### src/rtl/ps2_host_rx.sv
// Host-side PS/2 receiver: synchronises and filters the PS/2 clock, deserialises
// 11-bit frames, folds E0/F0 prefixes into flags and queues scancodes in a
// small first-word-fall-through FIFO.
module ps2_host_rx #(
    parameter int FILTER    = 4,
    parameter int TIMEOUT   = 50000,
    parameter int FIFO_BITS = 2
) (
    input  logic       clk_sys,
    input  logic       reset,
    input  logic       ps2_clk,
    input  logic       ps2_data,
    input  logic       rd,
    output logic [7:0] dout,
    output logic       ext,
    output logic       rel,
    output logic       empty,
    output logic       overflow,
    output logic       parity_err,
    output logic       frame_err
);
    localparam int DEPTH = 1 << FIFO_BITS;
    localparam int TW    = $clog2(TIMEOUT + 1);

    typedef enum logic {IDLE, RECV} state_t;

    logic [1:0]        clk_sync_q, dat_sync_q;
    logic [FILTER-1:0] filt_q;
    logic              fclk_q, fclk_d, fall_q;

    state_t            state_q, state_d;
    logic [3:0]        bit_cnt_q, bit_cnt_d;
    logic [7:0]        sr_q, sr_d;
    logic              par_q, par_d;
    logic [TW-1:0]     tmo_q, tmo_d;
    logic              vld_q, vld_d, perr_q, perr_d, ferr_q, ferr_d;

    logic              ext_pend_q, rel_pend_q;
    logic              is_e0, is_f0, push, pop, full, wr, ovf_d, overflow_q;
    logic [FIFO_BITS:0] wptr_q, rptr_q, count;
    logic [9:0]        mem_q [DEPTH];
    logic [9:0]        head;
    logic              dbit;

    assign dbit = dat_sync_q[1];

    // Two-flop synchronisers, idle-high
    always_ff @(posedge clk_sys or posedge reset) begin
        if (reset) begin
            clk_sync_q <= 2'b11;
            dat_sync_q <= 2'b11;
        end else begin
            clk_sync_q <= {clk_sync_q[0], ps2_clk};
            dat_sync_q <= {dat_sync_q[0], ps2_data};
        end
    end

    // Filtered clock only changes after FILTER identical samples; otherwise it holds
    always_comb begin
        fclk_d = fclk_q;
        if (filt_q == '0)
            fclk_d = 1'b0;
        else if (&filt_q)
            fclk_d = 1'b1;
    end

    // Sample history, filtered level and registered falling-edge strobe
    always_ff @(posedge clk_sys or posedge reset) begin
        if (reset) begin
            filt_q <= '1;
            fclk_q <= 1'b1;
            fall_q <= 1'b0;
        end else begin
            filt_q <= {filt_q[FILTER-2:0], clk_sync_q[1]};
            fclk_q <= fclk_d;
            fall_q <= fclk_q & ~fclk_d;
        end
    end

    // Frame FSM state and datapath registers
    always_ff @(posedge clk_sys or posedge reset) begin
        if (reset) begin
            state_q   <= IDLE;
            bit_cnt_q <= '0;
            sr_q      <= '0;
            par_q     <= 1'b0;
            tmo_q     <= '0;
            vld_q     <= 1'b0;
            perr_q    <= 1'b0;
            ferr_q    <= 1'b0;
        end else begin
            state_q   <= state_d;
            bit_cnt_q <= bit_cnt_d;
            sr_q      <= sr_d;
            par_q     <= par_d;
            tmo_q     <= tmo_d;
            vld_q     <= vld_d;
            perr_q    <= perr_d;
            ferr_q    <= ferr_d;
        end
    end

    // Next state: shift data on each fall, judge the frame on the stop bit,
    // abort when the line stalls mid-frame. A fall beats a same-cycle timeout.
    always_comb begin
        state_d   = state_q;
        bit_cnt_d = bit_cnt_q;
        sr_d      = sr_q;
        par_d     = par_q;
        tmo_d     = '0;
        vld_d     = 1'b0;
        perr_d    = 1'b0;
        ferr_d    = 1'b0;
        case (state_q)
            IDLE: begin
                if (fall_q && !dbit) begin
                    state_d   = RECV;
                    bit_cnt_d = '0;
                end
            end
            RECV: begin
                tmo_d = tmo_q + 1'b1;
                if (fall_q) begin
                    tmo_d     = '0;
                    bit_cnt_d = bit_cnt_q + 1'b1;
                    if (bit_cnt_q < 4'd8) begin
                        sr_d = {dbit, sr_q[7:1]};
                    end else if (bit_cnt_q == 4'd8) begin
                        par_d = dbit;
                    end else begin
                        state_d = IDLE;
                        if (!dbit)
                            ferr_d = 1'b1;
                        else if (!(^{sr_q, par_q}))
                            perr_d = 1'b1;
                        else
                            vld_d = 1'b1;
                    end
                end else if (tmo_q == TW'(TIMEOUT)) begin
                    state_d = IDLE;
                    ferr_d  = 1'b1;
                    tmo_d   = '0;
                end
            end
            default: state_d = IDLE;
        endcase
    end

    // Prefix decode and FIFO control
    always_comb begin
        is_e0 = vld_q && (sr_q == 8'hE0);
        is_f0 = vld_q && (sr_q == 8'hF0);
        push  = vld_q && !is_e0 && !is_f0;
        count = wptr_q - rptr_q;
        full  = (count == (FIFO_BITS+1)'(DEPTH));
        empty = (wptr_q == rptr_q);
        pop   = rd && !empty;
        wr    = push && (!full || pop);
        ovf_d = push && full && !pop;
        head  = mem_q[rptr_q[FIFO_BITS-1:0]];
        dout  = empty ? 8'h00 : head[7:0];
        ext   = empty ? 1'b0 : head[8];
        rel   = empty ? 1'b0 : head[9];
    end

    // Pending prefix flags; cleared by any pushed code, even a dropped one
    always_ff @(posedge clk_sys or posedge reset) begin
        if (reset) begin
            ext_pend_q <= 1'b0;
            rel_pend_q <= 1'b0;
        end else if (is_e0) begin
            ext_pend_q <= 1'b1;
        end else if (is_f0) begin
            rel_pend_q <= 1'b1;
        end else if (push) begin
            ext_pend_q <= 1'b0;
            rel_pend_q <= 1'b0;
        end
    end

    // FIFO pointers and overflow strobe
    always_ff @(posedge clk_sys or posedge reset) begin
        if (reset) begin
            wptr_q     <= '0;
            rptr_q     <= '0;
            overflow_q <= 1'b0;
        end else begin
            if (wr)  wptr_q <= wptr_q + 1'b1;
            if (pop) rptr_q <= rptr_q + 1'b1;
            overflow_q <= ovf_d;
        end
    end

    // FIFO storage; contents are don't-care while empty so no reset needed
    always_ff @(posedge clk_sys) begin
        if (wr) mem_q[wptr_q[FIFO_BITS-1:0]] <= {rel_pend_q, ext_pend_q, sr_q};
    end

    assign overflow   = overflow_q;
    assign parity_err = perr_q;
    assign frame_err  = ferr_q;
endmodule

### config.mk
export PLATFORM = sky130hd
export DESIGN_NAME = ps2_host_rx
export DESIGN_NICKNAME = d
export VERILOG_FILES = /design/src/rtl/ps2_host_rx.sv
export SDC_FILE = /design/constraint.sdc
export NUM_CORES = 1
export LEC_CHECK = 0
export BUFFER_PORTS_ARGS = -buffer_cell sky130_fd_sc_hd__buf_4
export CORE_UTILIZATION = 50
export DETAILED_ROUTE_END_ITERATION = 7
export PLACE_DENSITY = 0.7
export SLEW_MARGIN = 20
export SYNTH_ARGS = -nofsm -noshare
export SYNTH_HDL_FRONTEND = slang
export SYNTH_SLANG_ARGS = --single-unit
### constraint.sdc
create_clock -name clk_sys -period 2.4 [get_ports clk_sys]
set_clock_uncertainty 0.05 [all_clocks]
set_input_delay 0.24 -clock clk_sys [delete_from_list [all_inputs] [get_ports clk_sys]]
set_output_delay 0.24 -clock clk_sys [all_outputs]
set_load 0.02 [all_outputs]
==> metrics.txt, run 1 <==
Tcrit/Tclk final 92.31%; Cells after Synth 282; Final #Nets 329; total grt overflow 0; 1st-iter DRT viols 69; maximum clock path buffer count 2; vias in the first global route 2,253; yosys warns 0; count of cell types in the netlist 46; Post-DRT Antenna Nets 0; syn avg cell area 14.10 sq um; Routed wire per std cell 15.04 um; P per Cell Area 763.9 nW/um^2; # rows 32; Die Span Y 91.18 um; total CTS buffers 9; H-tree depth 3; fmax 451.4 MHz; Residual DRC 0; Die X 91.18 um; largest net degree at the start of global routing 53; critical path data required time 2.11 ns; max_slew headroom 57.66%; core outline area 7727 sq um; routability congestion estimate 0.7144; max-cap violations 0; setup TNS 0 ns; DP Area 4263 sq um; area added between synthesis and finish 12.52%; Post-CTS Setup Bufs 0; Total GRT Usage 17.16%; CP max FO 14; layout cell share with drive strength beyond 1 25.16%; Via density 5.290; CTS tree built; initial core utilization 51.46%; worst vdd ir 0.0004076 V; Post-synth EDFFs 40; n_diodes 0; startpoint types flip-flop; crit path DAT 1.93 ns; Worst Max-Slew Pin Slew 0.6351 ns; CTS clk-pin slew, worst paths 0.09 ns; Final Hold Viols 0; first-pass GRT wire length 10,880 um; Crit. End Element output pin; Synth area leader edfxtp_1; top cells by area, synth edfxtp_1, dfrtp_1, dfstp_2; post-synthesis sequential area ratio 63.22%; top cell type's share of synthesized area 30.21%; DR pass1 iterations 4; R2R depth 6; I/O Buffers 18; total clock sinks 92; Synth Flop Type dfrtp_1; reg-to-reg endpoint mem_q[0][8]; FF-to-FF setup slack 0.31 ns; Ports 19; Leakage 1.815 nW; fin area 4474 sq um; Clock Latency Late Sink 0.36 ns; RSZ-0062 raised after global routing false; via count 2,222; die area 8313 sq um; # setup viols final 0; initial antenna violation count 0; status finished, final reports clean; # fillers 628; Post-Route WL 6317 um; mapped cell area 3976 sq um; post-DP HPWL 4275 um; Slew Limit Fails 0; Synth Register Bits 92; clock period minus worst slack 2.215 ns; critical path type flip-flop to output pin; async set-reset flop share out of synthesis 56.52%; syn nets 298; Clock Tree Root clkbuf_8; worst r2r src wptr_q[0]; HP Class input port to async pin
## what timing repair did
action,in CTS,in global routing
hold buffers,2,0
resized for setup,0,1
setup endpoints to repair,0,1
hold endpoints to repair,2,0
## metrics by stage
| stage | hold WS [ns] | total power, W | util (%) | cells | setup slack, ns |
|---|---|---|---|---|---|
| 6_report | 0.0003755 | 0.003418 | 57.90 | 420 | 0.1845 |
| 5_1_grt | 0.05002 | 0.003595 | 57.90 | 420 | 0.04392 |
| 4_1_cts | 0.01220 | 0.003461 | 57.85 | 420 | 0.1055 |
| 3_5_place_dp | 0.2968 | 0.002462 | 55.17 | 402 | 0.3039 |
| 3_3_place_gp | 0.2953 | 0.002451 | 55.17 | 402 | 0.3916 |
| 2_1_floorplan | 0.1945 | 0.002256 | - | 282 | 0.06102 |
## where the power goes
part / switching, W / internal [W] / leakage, nW
registers: 0.0000368 / 0.00168 / 1.09
logic: 0.000367 / 0.000340 / 0.625
clock network: 0.000588 / 0.000404 / 0.0960
## state kept, by name (all words and copies together), names as in the netlist, 2 cells and up
name / cells
bit_cnt_q: 4
clk_sync_q: 2
sr_q: 8
tmo_q: 16
filt_q: 4
wptr_q: 3
mem_q: 40
dat_sync_q: 2
rptr_q: 3
## cells in the mapped netlist (6+ instances only)
library cell  instances
mux4_2               10
xor2_1                8
nand2_1               9
mux2_2                7
nor2b_1              11
nand4_1               9
nand3_1               6
edfxtp_1             40
buf_2                 6
inv_1                16
dfstp_2               9
a21oi_1               7
o21ai_0              12
xnor2_1              14
ha_1                 11
dfrtp_1              43
nor2_1               21
## cell type report
type,instances,area [sq um],share of cell area [%]
inverters,16,60.06,1.342
clock inverters,7,63.81,1.426
flip-flops and latches,92,2514,56.18
repair buffers,29,226.5,5.062
well taps,102,127.6,2.852
clock buffers,9,123.9,2.768
multi-input cells,165,1359,30.37
## routing by layer
| metal | wire, um | part of all wire (%) | GRT usage (%) | up-vias |
|---|---|---|---|---|
| met2 | 3098 | 49 | 27.59 | 37 |
| met5 | 0 | 0 | 0 | - |
| li1 | - | - | - | 1078 |
| met3 | 165 | 2.6 | 3.518 | 6 |
| met4 | 65 | 1.0 | 7.143 | 0 |
| met1 | 2988 | 47 | 22.87 | 1101 |
## worst max-delay path by stage
stage,start,to,cells after the start
finish,wptr_q[0],rel,6
global placement,wptr_q[0],mem_q[0][4],6
floorplan,rptr_q[1],mem_q[3][0],6
global route,wptr_q[0],rel,6
detailed placement,wptr_q[0],mem_q[0][4],6
CTS,wptr_q[0],rel,6
## worst max-delay path, stage by stage, from the launching register on
cell and delay [ns]:
dfrtp_1 0.38, inv_1 0.10, ha_1 0.31, and3_1 0.27
buf_6 0.19, and2b_1 0.18, buf_4 0.15
## cells by family after synthesis
group	Yosys count	share of synthesized area [%]
and+or+nand+nor	83	11.61
AOI/OAI and AO/OA	30	5.538
adders and majority gates	11	3.461
muxes	18	8.024
buffers and inverters	25	2.737
xor gates and xnor gates	23	5.412
DFF	92	63.22
## cells in the final DEF (no fill, tap or decap), types with 9 or more instances in the layout
cell type,n
nor2_1,21
inv_1,15
o21ai_0,12
edfxtp_1,40
xnor2_1,14
nor2b_1,10
ha_1,11
mux4_2,10
buf_4,26
nand2_1,9
clkbuf_8,9
nand4_1,9
dfrtp_1,43
dfstp_2,9
Note: power is estimated with default switching activity, not from simulation.
==> inputs of run 2 (changes only) <==
- ABC_AREA: unset -> 1
==> run 2 against run 1 <==
- critical endpoint is now dout[1]
- clock power barely moved
- routed wire length rose by 26%
- hold slack improved by 0.13 ns
- via count rose by 33%
- cell area rose by 4.6%
- die area rose by 4.3%
- sequential power rose by 27%
- synthesized cell count rose by 54%
- power rose by 45%
==> metrics.txt, run 2 <==
status finished, final reports clean (unchanged); clock period minus worst slack 2.226 ns (was 2.215 ns); Synth area leader edfxtp_1 (unchanged); post-route setup slack 0.1741 ns (was 0.1845 ns); CTS tree built (unchanged); R2R depth 7 (was 6); Post-DRT Antenna Nets 0 (unchanged); multiplexer share of the synthesized area 0% (was 8.024%); maximum clock path buffer count 2 (unchanged); total grt overflow 0 (unchanged); crit path DAT 1.94 ns (was 1.93 ns); startpoint types flip-flop (unchanged); async set-reset flop share out of synthesis 56.52% (unchanged); largest net degree at the start of global routing 27 (was 53); CP max-delay cell dfrtp_1 (unchanged); total CTS buffers 9 (unchanged); HP Class input port to flip-flop (was input port to async pin); Synth Flop Type dfrtp_1 (unchanged); # fillers 654 (was 628); Via density 5.141 (was 5.290); via count 2,956 (was 2,222); Clock Tree Root clkbuf_8 (unchanged); FF-to-FF setup slack 0.38 ns (was 0.31 ns); setup TNS 0 ns (unchanged); Final Hold Viols 0 (unchanged); top cells by area, synth edfxtp_1, dfrtp_1, nor2_1 (was edfxtp_1, dfrtp_1, dfstp_2); top cell type's share of synthesized area 28.94% (was 30.21%); critical path data required time 2.11 ns (about the same); worst setup path end dout[1] (was rel); WP buf/inv 3 (unchanged); Leakage 2.039 nW (was 1.815 nW); count of cell types in the netlist 33 (was 46); Crit. End Element output pin (unchanged); Final #Nets 484 (was 329); routability congestion estimate 0.8079 (was 0.7144); Routed wire per std cell 13.79 um (was 15.04 um); fmax 449.3 MHz (was 451.4 MHz); Critical path origin wptr_q[0] (unchanged); CP delay by family, top buffers and inverters (was simple AND/OR/NAND/NOR gates); largest family of logic cells by synthesized area simple AND/OR/NAND/NOR gates (unchanged); Post-synth EDFFs 40 (unchanged); Die X 93.11 um (was 91.18 um); max-cap violations 0 (unchanged); Top cell by count, worst path inv_1; area added between synthesis and finish 12.78% (was 12.52%); reg-to-reg endpoint mem_q[2][1] (was mem_q[0][8]); initial core utilization 52.62% (was 51.46%); DR pass1 iterations 4 (unchanged); mapped cell area 4150 sq um (was 3976 sq um); yosys warns 0 (unchanged); worst r2r src wptr_q[1] (was wptr_q[0]); syn avg cell area 9.563 sq um (was 14.10 sq um); Ports 19 (unchanged); Tcrit/Tclk final 92.74% (was 92.31%); max reg flops 40 (unchanged); Die Span Y 93.11 um (was 91.18 um); Post-CTS Setup Bufs 0 (unchanged); initial antenna violation count 0 (unchanged); Slew Limit Fails 0 (unchanged); Pwr Total 0.004944 W (was 0.003418 W); total stage count of the critical path 6 (unchanged); Simple-Gate Fraction of Synth Area 21.13% (was 11.61%); top cells by count, synth nor2_1, nand2_1, inv_1, dfrtp_1, edfxtp_1 (was dfrtp_1, edfxtp_1, nor2_1, inv_1, xnor2_1); post-synthesis sequential area ratio 60.57% (was 63.22%); DP Area 4454 sq um (was 4263 sq um); RSZ-0062 raised after global routing false (unchanged); vias in the first global route 2,838 (was 2,253); CTS clk-pin slew, worst paths 0.10 ns (was 0.09 ns); fin area 4681 sq um (was 4474 sq um); worst vdd ir 0.0004716 V (was 0.0004076 V); Clock Latency Late Sink 0.36 ns (about the same); Post-Synth XOR/XNOR Area 2.080% (was 5.412%); H-tree depth 3 (unchanged); core outline area 7888 sq um (was 7727 sq um); max incr delay on CP 0.41 ns (was 0.38 ns); total clock sinks 92 (unchanged); area of the multi-input gates 1408 sq um (was 1359 sq um); # setup viols final 0 (unchanged); Total GRT Usage 20.36% (was 17.16%); crit-path cells inv_1 -> ha_1 -> nand3_1 -> inv_1 -> a21oi_1 -> buf_4 (was inv_1 -> ha_1 -> and3_1 -> buf_6 -> and2b_1 -> buf_4); critical path type flip-flop to output pin (unchanged); Synth Area in Adders 3.316% (was 3.461%); # rows 32 (unchanged); CP max FO 11 (was 14); Residual DRC 0 (unchanged); Post-Route WL 7928 um (was 6317 um); die area 8669 sq um (was 8313 sq um); register area 2514 sq um (unchanged); worst slack, placed 0.4027 ns (was 0.3039 ns); syn nets 450 (was 298); Cells after Synth 434 (was 282); n_diodes 0 (unchanged); most common cell in the netlist nor2_1 (was dfrtp_1); compound-cell area share of the yosys netlist 7.386% (was 5.538%); Synth Register Bits 92 (unchanged); post-DP HPWL 5590 um (was 4275 um); commonest non-fill, non-tap cell in the layout nor2_1 (was dfrtp_1); P per Cell Area 1056 nW/um^2 (was 763.9 nW/um^2); first-pass GRT wire length 13,310 um (was 10,880 um); max_slew headroom 64.06% (was 57.66%); Worst Max-Slew Pin Slew 0.5383 ns (was 0.6351 ns); most frequent cells in the layout nor2_1, nand2_1, inv_1 (was dfrtp_1, edfxtp_1, buf_4); layout cell share with drive strength beyond 1 15.64% (was 25.16%); 1st-iter DRT viols 214 (was 69); I/O Buffers 18 (unchanged)
==> run 2: cell count changes after synthesis, moves of 7 or more <==
cell     previous run  this run
o21ai_1             0         7
inv_1              16        47
nor2b_1            11         0
nor2_1             21        80
mux4_2             10         0
mux2_2              7         0
xnor2_1            14         3
o21ai_0            12        28
a21oi_1             7        20
nand2_1             9        77
nand3_1             6        19
==> run 2: worst min-delay path: cells and delay by family <==
kind          cells  cell delay (ns)
simple gates      1             0.09
xor+xnor          1             0.06
buf+inv           1             0.12
==> run 2: worst min-delay path by stage <==
| stage | start | endpoint | slack, ns | cells after the start |
|---|---|---|---|---|
| global placement | reset | tmo_q[4] | 0.26 | 2 |
| detailed placement | reset | state_q | 0.28 | 2 |
| global route | rd | rptr_q[2] | 0.16 | 3 |
| CTS | rd | rptr_q[2] | 0.12 | 3 |
| finish | rd | rptr_q[2] | 0.13 | 3 |
| floorplan | ps2_clk | clk_sync_q[0] | 0.19 | 0 |
==> run 2: cells by family (layout without fill, tap and decap cells) <==
kind of cell / count (synthesis) / count (layout)
flip-flops: 92 / 92
XOR/XNOR: 9 / 9
buffers and inverters: 59 / 98
AO/OA/AOI/OAI: 59 / 59
adder cells (fa/ha/maj): 11 / 11
AND/OR/NAND/NOR: 204 / 204
==> run 2: where the power goes <==
part | total (W) | internal, W | switching, W
sequential | 0.00218 | 0.00189 | 0.000286
clock | 0.00101 | 0.000408 | 0.000607
combinational | 0.00175 | 0.000667 | 0.00109
total | 0.00494 | 0.00297 | 0.00198
==> run 2: cell type report <==
| cell class | instances | area share [%] |
|---|---|---|
| Clock buffer | 9 | 2.646 |
| Tap cell | 102 | 2.727 |
| Multi-Input combinational cell | 283 | 30.07 |
| Sequential cell | 92 | 53.70 |
| Clock inverter | 7 | 1.470 |
| Inverter | 50 | 4.090 |
| Timing Repair Buffer | 32 | 5.293 |
==> run 2: stage by stage <==
| step | utilization (%) | cells | hold slack (ns) |
|---|---|---|---|
| floorplan | - | 434 | 0.1945 |
| global placement | 56.47 | 556 | 0.2605 |
| detailed placement | 56.47 | 556 | 0.2764 |
| CTS | 59.30 | 575 | 0.1230 |
| global route | 59.34 | 575 | 0.1586 |
| finish | 59.34 | 575 | 0.1320 |
==> run 2: what timing repair did <==
item	in CTS	in global routing
hold buffers	3	0
endpoints found under the setup margin	0	1
endpoints found under the hold margin	22	0
resized for setup	0	1
==> run 2: routing by layer <==
layer | vias up | wire [um] | part of all wire (%) | track usage (%)
met3 | 11 | 317 | 4.0 | 3.902
met1 | 1397 | 3585 | 45 | 26.47
li1 | 1481 | - | - | -
met4 | 0 | 159 | 2.0 | 10.26
met2 | 67 | 3866 | 49 | 32.66
met5 | - | 0 | 0 | 0
==> inputs of run 3 (changes only) <==
- clock period: 2.4 -> 1.9 ns (I/O delays scaled with it)
==> run 3 against run 2 <==
- the run now ends with setup timing left
- register-to-register slack got worse by 0.35 ns
- power grew 36%
- cell count is 3.3% higher
- clock-buffer cell count did not move
- global-route usage down 0.29 points
- first-iteration DRC count decreased by 33%
- hold slack worse by 0.022 ns
- die area unchanged
- critical path depth is 1 lower
- critical path type unchanged
- largest power group is now combinational cells
==> metrics.txt, run 3 (synthesis gave the netlist of run 2 again) <==
status finished, violations left (was finished, final reports clean); failing checks setup timing; worst r2r src wptr_q[1] (unchanged); clock period minus worst slack 1.909 ns; initial antenna violation count 0 (unchanged); reg-to-reg endpoint mem_q[3][9] (was mem_q[2][1]); routability congestion estimate 0.8000 (was 0.8079); RSZ-0062 raised after global routing true (was false); Leakage 2.120 nW (was 2.039 nW); total CTS buffers 9 (unchanged); vias in the first global route 2,917 (was 2,838); max_slew headroom 62.54% (was 64.06%); Hold Path Origin rd (unchanged); max reg flops 40 (unchanged); 1st-iter DRT viols 143 (was 214); area added between synthesis and finish 20.14% (was 12.78%); maximum clock path buffer count 2 (unchanged); DR pass1 iterations 4 (unchanged); total grt overflow 0 (unchanged); post-route setup slack -0.008977 ns (was 0.1741 ns); initial core utilization 52.62% (unchanged); critical path type flip-flop to output pin (unchanged); Total GRT Usage 20.06% (was 20.36%); Pwr Total 0.006704 W (was 0.004944 W); worst slack, placed -0.001737 ns (was 0.4027 ns); HP Class input port to flip-flop (unchanged); Clock Latency Late Sink 0.36 ns (about the same); layout cell share with drive strength beyond 1 21.95% (was 15.64%); total clock sinks 92 (unchanged); Hold Path End rptr_q[2] (unchanged); fin util 63.21% (was 59.34%); max-cap violations 0 (unchanged); core outline area 7888 sq um (unchanged); Final #Nets 503 (was 484); die area 8669 sq um (unchanged); CTS tree built (unchanged); first-pass GRT wire length 13,230 um (was 13,310 um); Min Hold Slack 0.1101 ns (was 0.1320 ns); Final Hold Viols 0 (unchanged); most frequent cells in the layout nand2_1, nor2_1, inv_1 (was nor2_1, nand2_1, inv_1); Worst Max-Slew Pin Slew 0.5611 ns (was 0.5383 ns); I/O Buffers 18 (unchanged); Residual DRC 0 (unchanged); Die X 93.11 um (unchanged); H-tree depth 3 (unchanged); Routed wire per std cell 13.52 um (was 13.79 um); Slew Limit Fails 0 (unchanged); # rows 32 (unchanged); R2R depth 7 (unchanged); hold path depth 3 (unchanged); startpoint types flip-flop (unchanged); Tcrit/Tclk final 100.5%; critical path data required time 1.66 ns (was 2.11 ns); largest net degree at the start of global routing 28 (was 27); worst vdd ir 0.0006159 V (was 0.0004716 V); Post-DRT Antenna Nets 0 (unchanged); CP max FO 5 (was 11); n_diodes 0 (unchanged); # setup viols final 3 (was 0); FF-to-FF setup slack 0.03 ns (was 0.38 ns); P per Cell Area 1344 nW/um^2 (was 1056 nW/um^2); Via density 5.025 (was 5.141); CTS clk-pin slew, worst paths 0.10 ns (about the same); crit path DAT 1.67 ns (was 1.94 ns); Clock Tree Root clkbuf_8 (unchanged); via count 2,985 (was 2,956); fmax 523.8 MHz; Ports 19 (unchanged); Crit. End Element output pin (unchanged); post-DP HPWL 5293 um (was 5590 um); Post-Route WL 8028 um (was 7928 um); Die Span Y 93.11 um (unchanged)
-- run 3: cell count changes in the layout (fill, tap and decap cells not counted), moves of 4 or more --
| cell | before | now |
|---|---|---|
| buf_12 | 0 | 4 |
| o21ai_0 | 28 | 22 |
| clkinvlp_4 | 1 | 7 |
| nor2_1 | 80 | 76 |
| o21ai_1 | 7 | 13 |
| buf_4 | 29 | 38 |
| nor2_4 | 2 | 7 |
-- run 3: how the worst max path moves through the flow --
stage / end / slack, ns / from / cells after the start
5_1_grt: dout[1] / -0.09 / wptr_q[1] / 5
3_5_place_dp: mem_q[3][5] / -0.002 / wptr_q[1] / 6
6_report: dout[1] / -0.009 / wptr_q[1] / 5
4_1_cts: ext / -0.01 / rptr_q[1] / 6
2_1_floorplan: mem_q[0][0] / 0.03 / rptr_q[1] / 8
3_3_place_gp: mem_q[3][5] / 0.07 / wptr_q[1] / 6
-- run 3: what timing repair did --
action,CTS,global route
setup endpoints to repair,37,51
hold endpoints to repair,27,0
hold buffers,3,0
pin swaps,1,5
buffers inserted,4,4
cloned,4,2
gates resized for setup,15,9
-- run 3: power breakdown --
part           leakage [nW]  switching, W  internal [W]
clock network        0.0984      0.000742      0.000629
logic                  1.00       0.00164       0.00110
registers              1.02      0.000201       0.00239
total                  2.12       0.00258       0.00412
-- run 3: worst max-delay path, stage by stage, from the launching register on --
cell	delay (ns)
dfrtp_2	0.44
ha_4	0.27
nand3_4	0.13
clkinvlp_4	0.17
a21oi_1	0.14
buf_4	0.15
-- run 3: layout make-up --
cell class	count	area, sq um
repair inverters	4	30.03
flip-flops and latches	92	2516
clock inverters	7	82.58
fillers	614	2902
inverters	50	193.9
multi-input cells	285	1516
well taps	102	127.6
clock buffers	9	123.9
repair buffers	45	395.4
-- run 3: layer usage --
metal	vias to the layer above	wire length, um	track usage (%)
met5	-	0	0
met4	0	135	8.333
met3	12	242	3.577
met2	52	4012	33.95
met1	1402	3637	25.45
li1	1519	-	-
-- run 3: through the flow --
stage | TNS [ns] | area, sq um | cells
after floorplan | 0 | 4214 | 434
after global placement | 0 | 4558 | 561
after detailed placement | -0.01215 | 4558 | 561
after CTS | -0.03747 | 4900 | 588
after global routing | -0.6407 | 4986 | 594
final | -0.02225 | 4986 | 594
